==> config.mk <==
export PLATFORM = sky130hd
export DESIGN_NAME = alu_issue_stage
export DESIGN_NICKNAME = d
export VERILOG_FILES = /design/src/rtl/alu_issue_stage.sv
export SDC_FILE = /design/constraint.sdc
export NUM_CORES = 1
export LEC_CHECK = 0
export ABC_CLOCK_PERIOD_IN_PS = 1400
export CORE_MARGIN = 8
export CORE_UTILIZATION = 49
export DETAILED_ROUTE_END_ITERATION = 12
export GPL_TIMING_DRIVEN = 0
export PLACE_DENSITY = 0.76
export RECOVER_POWER = 100
export SYNTH_ARGS = -nofsm -noshare
export SYNTH_HDL_FRONTEND = slang
export SYNTH_SLANG_ARGS = --single-unit
==> constraint.sdc <==
create_clock -name clk -period 1.4 [get_ports clk]
set_input_delay 0.28 -clock clk [delete_from_list [all_inputs] [get_ports clk]]
set_output_delay 0.28 -clock clk [all_outputs]
set_load 0.02 [all_outputs]
==> src/rtl/alu_issue_stage.sv <==
//------------------------------------------------------------------------------
// alu_issue_stage
//
// Issue stage sitting between fetch/decode and an external combinational ALU.
// Instructions are taken over a valid/ready handshake into an ID register.
// Their operands are read from a small register file in the EX step, and the
// ALU result is captured into a WB register. That register is presented on a
// backpressured result port.
//
// Instruction layout, MSB first:
//   op[OP_WIDTH] | rd[RIDX] | rs1[RIDX] | imm_sel | src2[WIDTH]
//   imm_sel=1 : src2 is an immediate
//   imm_sel=0 : src2[RIDX-1:0] names rs2
//
// Ports:
//   clk, rst_n             rising-edge clock, asynchronous active-low reset
//   in_valid/in_ready      instruction handshake
//   in_instr               instruction word (INSTR_W bits)
//   alu_op, op1, op2       drive the external ALU (all zero when ID is empty)
//   alu_result             combinational ALU result, WIDTH+1 bits
//   res_valid/res_ready    result handshake
//   res_rd, res_data       destination and value of the presented result
//   carry_flag             bit WIDTH of the most recently retired result
//   stall_cnt              (ISSUE_STALL_CNT_EN only) saturating count of
//                          cycles the result was held by backpressure
//
// Optional feature macro: ISSUE_STALL_CNT_EN
//
// Handshake rule: on both ports a transfer happens on a rising edge where
// valid and ready are both high. A valid, once raised, holds with its payload
// stable until that transfer completes.
//------------------------------------------------------------------------------
module alu_issue_stage #(
   parameter  int WIDTH    = 7,
   parameter  int OP_WIDTH = 3,
   parameter  int NREG     = 8,
   localparam int RIDX     = $clog2(NREG),
   localparam int INSTR_W  = OP_WIDTH + 2*RIDX + 1 + WIDTH
) (
   input  logic                clk,
   input  logic                rst_n,
   input  logic                in_valid,
   output logic                in_ready,
   input  logic [INSTR_W-1:0]  in_instr,
   output logic [OP_WIDTH-1:0] alu_op,
   output logic [WIDTH-1:0]    op1,
   output logic [WIDTH-1:0]    op2,
   input  logic [WIDTH:0]      alu_result,
   output logic                res_valid,
   input  logic                res_ready,
   output logic [RIDX-1:0]     res_rd,
   output logic [WIDTH:0]      res_data,
`ifdef ISSUE_STALL_CNT_EN
   output logic [7:0]          stall_cnt,
`endif
   output logic                carry_flag
);

   // ID register
   logic               id_valid;
   logic [INSTR_W-1:0] id_instr;

   // Register file; entry 0 is never written and reads as zero
   logic [WIDTH-1:0] rf [NREG];

   // Decoded ID fields
   logic [OP_WIDTH-1:0] id_op;
   logic [RIDX-1:0]     id_rd;
   logic [RIDX-1:0]     id_rs1;
   logic                id_imm_sel;
   logic [WIDTH-1:0]    id_src2;
   logic [RIDX-1:0]     id_rs2;

   assign id_op      = id_instr[INSTR_W-1 -: OP_WIDTH];
   assign id_rd      = id_instr[INSTR_W-OP_WIDTH-1 -: RIDX];
   assign id_rs1     = id_instr[INSTR_W-OP_WIDTH-RIDX-1 -: RIDX];
   assign id_imm_sel = id_instr[WIDTH];
   assign id_src2    = id_instr[WIDTH-1:0];
   assign id_rs2     = id_src2[RIDX-1:0];

   logic [WIDTH-1:0] rs1_val;
   logic [WIDTH-1:0] rs2_val;

   assign rs1_val = (id_rs1 == '0) ? '0 : rf[id_rs1];
   assign rs2_val = (id_rs2 == '0) ? '0 : rf[id_rs2];

   // Advance control. The regfile is written on the same edge that moves a
   // result into WB, so the next instruction's EX already sees the new value.
   logic ex_go;
   logic accept;

   assign ex_go    = id_valid & (~res_valid | res_ready);
   assign in_ready = ~id_valid | ex_go;
   assign accept   = in_valid & in_ready;

   // EX: drive the ALU only while ID holds an instruction
   always_comb begin
      alu_op = '0;
      op1    = '0;
      op2    = '0;
      if (id_valid) begin
         alu_op = id_op;
         op1    = rs1_val;
         op2    = id_imm_sel ? id_src2 : rs2_val;
      end
   end

   // ID and WB registers
   always_ff @(posedge clk or negedge rst_n) begin
      if (!rst_n) begin
         id_valid   <= 1'b0;
         id_instr   <= '0;
         res_valid  <= 1'b0;
         res_rd     <= '0;
         res_data   <= '0;
         carry_flag <= 1'b0;
      end else begin
         if (accept) begin
            id_valid <= 1'b1;
            id_instr <= in_instr;
         end else if (ex_go) begin
            id_valid <= 1'b0;
         end

         if (ex_go) begin
            res_valid  <= 1'b1;
            res_rd     <= id_rd;
            res_data   <= alu_result;
            // The carry tracks every retirement, including writes to r0
            carry_flag <= alu_result[WIDTH];
         end else if (res_ready) begin
            res_valid <= 1'b0;
         end
      end
   end

   // Register file write at the EX->WB edge
   always_ff @(posedge clk or negedge rst_n) begin
      if (!rst_n) begin
         for (int i = 0; i < NREG; i++) rf[i] <= '0;
      end else if (ex_go && (id_rd != '0)) begin
         rf[id_rd] <= alu_result[WIDTH-1:0];
      end
   end

`ifdef ISSUE_STALL_CNT_EN
   // Cycles in which a presented result was refused, saturating at 255
   always_ff @(posedge clk or negedge rst_n) begin
      if (!rst_n) begin
         stall_cnt <= '0;
      end else if (res_valid && !res_ready && (stall_cnt != 8'hFF)) begin
         stall_cnt <= stall_cnt + 8'd1;
      end
   end
`endif

endmodule

Word-level counts from Yosys, hierarchy flattened. Index checks and enable logic that the tools add are counted.

$lt $le $gt $ge: 4. Reduce and logical (&&, ||, !) cells: 7. Bitwise gates (word level): 9. Mux-type cells: 19.

Operators by type and width (count): $mux 7 (10); $bwmux 56 (1); $bmux 7 s3 (2); $demux 7 s3 (1); $ge 4x4->1 const B (3); $not 3->4 (3); $logic_not 3->1 (2); $lt 4x1->1 const B (1); $mux 1 (4); $reduce_bool 2->1 (2); $mux 3 (1); $reduce_bool 3->1 (1); $and 1x1->1 (2); $logic_and 1x1->1 (2); $not 1->1 (2); $or 1x1->1 (2).

Output and inout bits: 31. Input bits: 29. Flip-flop bits (word level): 87. Word-level logic and storage cells: 53.

Logic depth before layout (Yosys ltp). Gate-level depths: netlist (run 1).

Depth after elaboration: 7. Gate-level depth with buffers: 5. Depth with buffers taken out: 3.

Worst setup path after synthesis (run 1). Ideal clock, no wire load.

Kind: register -> output. Start point: register id_instr[1]. End point: output op2[2]. Path buffers: 2. Data arrival time: 1654 ps. Stages on the path, launching flop included: 6. Data required time: 1120 ps. Slack: -534 ps. Cells stage by stage: dfrtp_1 -> clkbuf_1 -> buf_2 -> nor2b_1 -> a22oi_1 -> o41ai_1.

Word-level cells in the longest chain between the ends: 7. Elaborated cells on any way between the ends: 8. Classes of those cells: 6 x mux; 1 x bitwise; 1 x reduce/logical.

RTL lines: from (decl) (line 61) `logic [INSTR_W-1:0] id_instr;`; from (signal assigned) (line 120) `id_instr <= in_instr;`; $not 3->4 (implied by the code) (line 85) `assign rs2_val = (id_rs2 == '0) ? '0 : rf[id_rs2];`; $bmux 7 s3 (line 85); $mux 7 (implied by the code) (2 in a row) (line 85); $mux 7 (*) (line 85); $mux 7 (*) (line 104) `op2 = id_imm_sel ? id_src2 : rs2_val;`; $mux 7 (*) (line 101) `if (id_valid) begin`; to (decl) (line 47) `output logic [WIDTH-1:0] op2,`.

Every way passes the cells marked *; elsewhere a longest branch is shown, timed or not. The select of a mux whose other input is x is not followed.

Worst setup path after layout (run 1).
Start point: register id_instr[0]. End point: output op2[2].

The elaborated chain is that of the path after synthesis.

==> results.sh, run 1 <==
export IMPL_p_leak_nw=2.73
export IMPL_core_area_um2=8090
export IMPL_drv_cap=0
export IMPL_synth_seq_area_share=0.491
export IMPL_r2r_start="id_valid"
export IMPL_critPathBufInv=2
export IMPL_setup_viol=79
export IMPL_synthXorXnorAreaFrac=0
export IMPL_max_stage_delay_ns=0.49
export IMPL_routed_wl_um=12800
export IMPL_clock_path_buffers=2
export IMPL_synth_cell_types=37
export IMPL_min_path_type="register to register"
export IMPL_pin_count=60
export IMPL_end_kind="output port"
export IMPL_worst_ep_arrival_time_ns=1.92
export IMPL_fin_crit_ns=2.20
export IMPL_status="finished, violations left"
export IMPL_critical_path_top_delay_family="multiplexers"
export IMPL_ir_drop_v=0.00101
export IMPL_hold_path_end="res_data[1]"
export IMPL_via_per_inst=6.00
export IMPL_min_period_over_period=1.57
export IMPL_place_port_buffers=59
export IMPL_drive_above_1_share=0.629
export IMPL_yosys_warnings=0
export IMPL_hpwl_um=7250
export IMPL_final_util=0.760
export IMPL_syn_avg_cell_area_um2=14.0
export IMPL_synth_simple_area_share=0.0844
export IMPL_final_design_area_no_fill_um2=6150
export IMPL_synth_top_family_by_area="multiplexers"
export IMPL_nNetsFinal=427
export IMPL_n_antenna_cell=0
export IMPL_dp_cells=453
export IMPL_cp_required_ns=1.12
export IMPL_busiest_layer="met2"
export IMPL_pre_cts_ws_ns=-0.969
export IMPL_final_setup_tns_ns=-22.53
export IMPL_cpMaxStageDelayCell="mux4_2"
export IMPL_relSlewSlack=0.420
export IMPL_min_from="res_data[1]"
export IMPL_rows=33
export IMPL_violations="negative setup slack"
export IMPL_path_max_fanout=5
export IMPL_rsz0062_at_grt="true"
export IMPL_hold_viol=0
export IMPL_grt_max_degree=43
export IMPL_firstDrtPassIters=5
export IMPL_cts_sinks=79
export IMPL_fin_skew_ns=0.0115
export IMPL_timing_reg2reg_setup_slack_ns=-0.29
export IMPL_globalRouteMet1Util=0.280
export IMPL_syn_num_nets=317
export IMPL_dieArea_um2=11400
export IMPL_cts_max_level=3
export IMPL_path_clk_slew_ns=0.08
export IMPL_worstMarginPinSlew_ns=0.870
export IMPL_cts_made_buffers=9
export IMPL_setup_ws_ns=-0.804
export IMPL_path_cells="buf_8 -> mux4_2 -> o211ai_1 -> o41ai_2 -> buf_2"
export IMPL_grt_pass1_vias=3351
export IMPL_grt_util_met2=0.383
export IMPL_synth_cells=288
export IMPL_cp_start_kind="register"
export IMPL_use_met3=0.0540
export IMPL_grt_pass1_wl_um=19300
export IMPL_syn_to_final_growth_pct=52.7
export IMPL_ys_seq_elements=79
export IMPL_fmax_mhz=454
export IMPL_drc=0
export IMPL_multiInputGateArea_um2=2540
export IMPL_critPathKind="register to output port"
export IMPL_antenna_found_initial=0
export IMPL_die_width_um=107
export IMPL_dpl_instance_area_um2=5210
export IMPL_yosys_area_share_adder=0
export IMPL_slew_violations=0
export IMPL_rr_worst_depth=7
export IMPL_tritoncts="built"
export IMPL_final_cells=507
export IMPL_timing_rr_end="rf[9]"
export IMPL_cts_root_buf="clkbuf_8"
export IMPL_crit_cells=5
export IMPL_final_antenna_net_count=0
export IMPL_seqCellArea_um2=1980
export IMPL_fillers=474
export IMPL_p_per_area_nw_per_um2=1730
export IMPL_vias=3043
export IMPL_drtIter0Drc=177
export IMPL_wl_per_cell_um=25.3
export IMPL_die_y_um=107
export IMPL_routabilityCongestion=0.836
export IMPL_synth_area_um2=4030
export IMPL_synthMuxAreaShare=0.340
export IMPL_start_util=0.498
export IMPL_synth_compound_area_frac=0.0571
export IMPL_clk_latency_ns=0.34
export IMPL_overflow=0
export IMPL_grt_usage=0.224
export IMPL_holdPathStages=1
## registers in the layout, summed over array words and instances (netlist names)
name / count
id_instr: 17
rf: 49
res_valid: 1
res_data: 8
res_rd: 3
id_valid: 1
## cells in the final DEF (no fill, tap or decap), drive strengths merged, types with 7 or more instances in the layout
cell type / count
nand2: 8
nand2b: 7
clkdlybuf4s50: 26
clkbuf: 17
dlygate4sd2: 11
mux2: 100
nor3: 12
a221oi: 9
nor2b: 8
dfrtp: 79
mux4: 8
buf: 69
## worst register-to-register path, stage by stage, from the launching register on
cell      delay (ns)
dfrtp_2         0.42
buf_6           0.12
buf_6           0.11
buf_6           0.11
nand2b_4        0.10
nor3_4          0.24
buf_12          0.18
mux2_4          0.31
## through the flow
| step | hold WS [ns] | total power [mW] |
|---|---|---|
| 6_report | 0.507 | 10.6 |
| 5_1_grt | 0.526 | 11.1 |
| 3_5_place_dp | 0.280 | 7.84 |
| 4_1_cts | 0.458 | 10.3 |
| 3_3_place_gp | 0.482 | 7.71 |
| 2_1_floorplan | -0.0156 | 6.67 |
## power breakdown
group	internal (mW)	switching, mW
clock network	1.18	0.812
registers	3.15	0.885
logic	2.84	1.79
## cell usage after synthesis (all sizes together)
| library cell | instances | area (µm²) |
|---|---|---|
| a21oi | 1 | 5.00 |
| a221oi | 9 | 78.8 |
| a22oi | 2 | 15.0 |
| a2bb2oi | 1 | 8.76 |
| and2 | 3 | 18.8 |
| and2b | 1 | 7.51 |
| buf | 12 | 82.6 |
| clkbuf | 5 | 18.8 |
| clkinv | 1 | 3.75 |
| dfrtp | 79 | 1980 |
| inv | 2 | 7.51 |
| mux2 | 100 | 1130 |
| mux2i | 6 | 60.1 |
| mux4 | 8 | 184 |
| nand2 | 8 | 35.0 |
| nand2b | 7 | 46.3 |
| nand3 | 3 | 15.0 |
| nand3b | 1 | 7.51 |
| nor2 | 1 | 3.75 |
| nor2b | 7 | 51.3 |
| nor3 | 12 | 128 |
| nor4 | 1 | 21.3 |
| o211ai | 3 | 22.5 |
| o21ai | 1 | 5.00 |
| o22ai | 6 | 37.5 |
| o2bb2ai | 1 | 8.76 |
| o31ai | 3 | 22.5 |
| o41ai | 3 | 26.3 |
| or2 | 1 | 6.26 |
## how the worst max path moves through the flow
| stage | start | endpoint |
|---|---|---|
| detailed placement | id_instr[9] | op1[5] |
| global route | id_instr[0] | op2[4] |
| floorplan | id_instr[1] | op2[2] |
| global placement | rst_n | res_valid |
| finish | id_instr[0] | op2[2] |
| CTS | id_instr[0] | op2[1] |
## cell type report
cell class,instances,share of cell area
Buffer,14,0.0291
Clock buffer,11,0.0214
Clock inverter,4,0.0155
Inverter,3,0.00203
Multi-Input combinational cell,190,0.413
Sequential cell,79,0.323
Tap cell,105,0.0214
Timing Repair Buffer,101,0.175
## routing by layer
layer  wire length [µm]  vias up  share of wire
met1               5100     1580           0.40
met2               6600      142           0.52
met3                817       20          0.064
met4                286        0          0.022
met5                  0        -              0
li1                   -     1301              -
## cell families (layout without fill, tap and decap cells)
kind of cell	after synthesis	count (layout)
AO/OA/AOI/OAI	30	30
buffers and inverters	20	133
flip-flops	79	79
multiplexers	114	114
AND/OR/NAND/NOR	45	46
## repair_timing
item / 4_1_cts / 5_1_grt
resized for setup: 180 / 21
hold buffers: 1 / 0
setup buffers: 33 / 3
hold endpoints to repair: 37 / 0
endpoints found under the setup margin: 99 / 97
pin swaps: 16 / 14
cloned: 4 / 1
(Power assumes the default switching activity.)
==> run 2, diff against run 1 <==
Settings changed: CORE_ASPECT_RATIO set to 1.75.
==> results.sh, run 2 (synthesized netlist as in run 1, its figures left out) <==
export IMPL_cts_max_level=3
export IMPL_status="finished, violations left"
export IMPL_setup_viol=94
export IMPL_grt_pass1_wl_um=20200
export IMPL_path_max_fanout=5
export IMPL_relSlewSlack=0.546
export IMPL_final_util=0.787
export IMPL_nNetsFinal=437
export IMPL_worstMarginPinSlew_ns=0.682
export IMPL_whs_ns=0.437
export IMPL_fin_crit_ns=2.28
export IMPL_start_util=0.495
export IMPL_top_register="rf"
export IMPL_timing_rr_end="id_instr[3]"
export IMPL_firstDrtPassIters=4
export IMPL_antenna_found_initial=0
export IMPL_final_common_cell="mux2_4"
export IMPL_fillers=417
export IMPL_pin_count=60
export IMPL_drc=0
export IMPL_tritoncts="built"
export IMPL_drtIter0Drc=260
export IMPL_p_leak_nw=2.85
export IMPL_clock_path_buffers=2
export IMPL_rr_worst_depth=8
export IMPL_rsz0062_at_grt="true"
export IMPL_drv_cap=0
export IMPL_fmax_mhz=438
export IMPL_timing_reg2reg_setup_slack_ns=-0.42
export IMPL_syn_to_final_growth_pct=59.1
export IMPL_routed_wl_um=13200
export IMPL_overflow=0
export IMPL_critPathKind="register to output port"
export IMPL_largestRegisters="rf: 49 flops, id_instr: 17 flops, res_data: 8 flops"
export IMPL_place_port_buffers=59
export IMPL_cp_required_ns=1.12
export IMPL_cp_start_kind="register"
export IMPL_p_per_area_nw_per_um2=1840
export IMPL_rows=44
export IMPL_cts_made_buffers=9
export IMPL_final_cell_mix="mux2_4 (76), dfrtp_1 (72), buf_4 (30)"
export IMPL_largest_reg_flops=49
export IMPL_violations="negative setup slack"
export IMPL_die_y_um=136
export IMPL_dieArea_um2=11500
export IMPL_die_width_um=84.6
export IMPL_pre_cts_ws_ns=-0.997
export IMPL_core_area_um2=8150
export IMPL_r2r_start="id_valid"
export IMPL_routabilityCongestion=0.837
export IMPL_clk_latency_ns=0.34
export IMPL_cts_sinks=79
export IMPL_wl_per_cell_um=26.1
export IMPL_min_period_over_period=1.63
export IMPL_n_antenna_cell=0
export IMPL_fin_skew_ns=0.00856
export IMPL_hold_viol=0
export IMPL_ir_drop_v=0.00127
export IMPL_grt_max_degree=64
export IMPL_slew_violations=0
export IMPL_min_path_type="input pin to asynchronous set/reset pin"
export IMPL_path_clk_slew_ns=0.06
export IMPL_grt_usage=0.239
export IMPL_grt_pass1_vias=3463
export IMPL_vias=3099
export IMPL_final_antenna_net_count=0
export IMPL_worst_ep_arrival_time_ns=2.00
export IMPL_setup_ws_ns=-0.883
export IMPL_via_per_inst=6.14
export IMPL_drive_above_1_share=0.649
export IMPL_cts_root_buf="clkbuf_16"
export IMPL_hpwl_um=7390
export IMPL_end_kind="output port"
==> run 2: where the power goes <==
group,switching (mW),internal (mW),total (mW)
logic,1.91,2.93,4.84
clock network,0.939,2.02,2.96
registers,0.868,3.15,4.02
total,3.72,8.11,11.8
==> run 2: per-layer routing <==
layer	GRT usage	vias up	share of wire
met4	0.167	0	0.057
met3	0.0563	48	0.035
met1	0.262	1631	0.38
li1	-	1322	-
met5	0	-	0
met2	0.399	98	0.53
==> run 2: worst max path at each step <==
stage                            start   endpoint  slack [ns]  cells past startpoint
after floorplan            id_instr[1]     op2[2]       -0.26                      5
after global placement           rst_n  res_valid       -2.98                      1
after detailed placement  id_instr[10]     op1[0]        -1.0                      5
after CTS                  id_instr[0]     op2[6]       -0.90                      6
after global routing       id_instr[0]     op2[2]       -0.94                      6
final                      id_instr[0]     op2[2]       -0.88                      6
==> run 2: layout make-up <==
cell class / count / area (µm²) / area share
flip-flops and latches: 79 / 1990 / 0.310
multi-input cells: 189 / 2550 / 0.397
plain buffers: 14 / 163 / 0.0254
inverters: 3 / 12.5 / 0.00195
well taps: 92 / 115 / 0.0180
repair buffers: 112 / 1210 / 0.188
clock buffers: 11 / 253 / 0.0394
clock inverters: 5 / 128 / 0.0199
==> run 2: stage by stage <==
| step | setup TNS [ns] | area (µm²) | total power, mW | std cells |
|---|---|---|---|---|
| final | -34.92 | 6410 | 11.8 | 505 |
| after global routing | -41.22 | 6410 | 12.2 | 505 |
| after CTS | -21.51 | 6350 | 11.5 | 496 |
| after detailed placement | -54.98 | 5200 | 7.85 | 440 |
| after global placement | -267.81 | 5170 | 7.73 | 439 |
| after floorplan | -10.38 | 4470 | 6.67 | 288 |
==> run 2: timing repair <==
item                                    in CTS  in global routing
cloned                                       3                  0
hold buffers                                 1                  0
endpoints found under the hold margin       16                  0
setup buffers                               38                 11
gates resized for setup                    191                 15
pin swaps                                   14                 16
endpoints found under the setup margin      99                 93
==> run 2: worst max-delay path, cell delays in order (launching register included) <==
cell and delay, ns:
dfrtp_2 0.43, buf_8 0.14, buf_6 0.10, mux4_2 0.50
o211ai_1 0.20, o41ai_2 0.11, buf_4 0.18
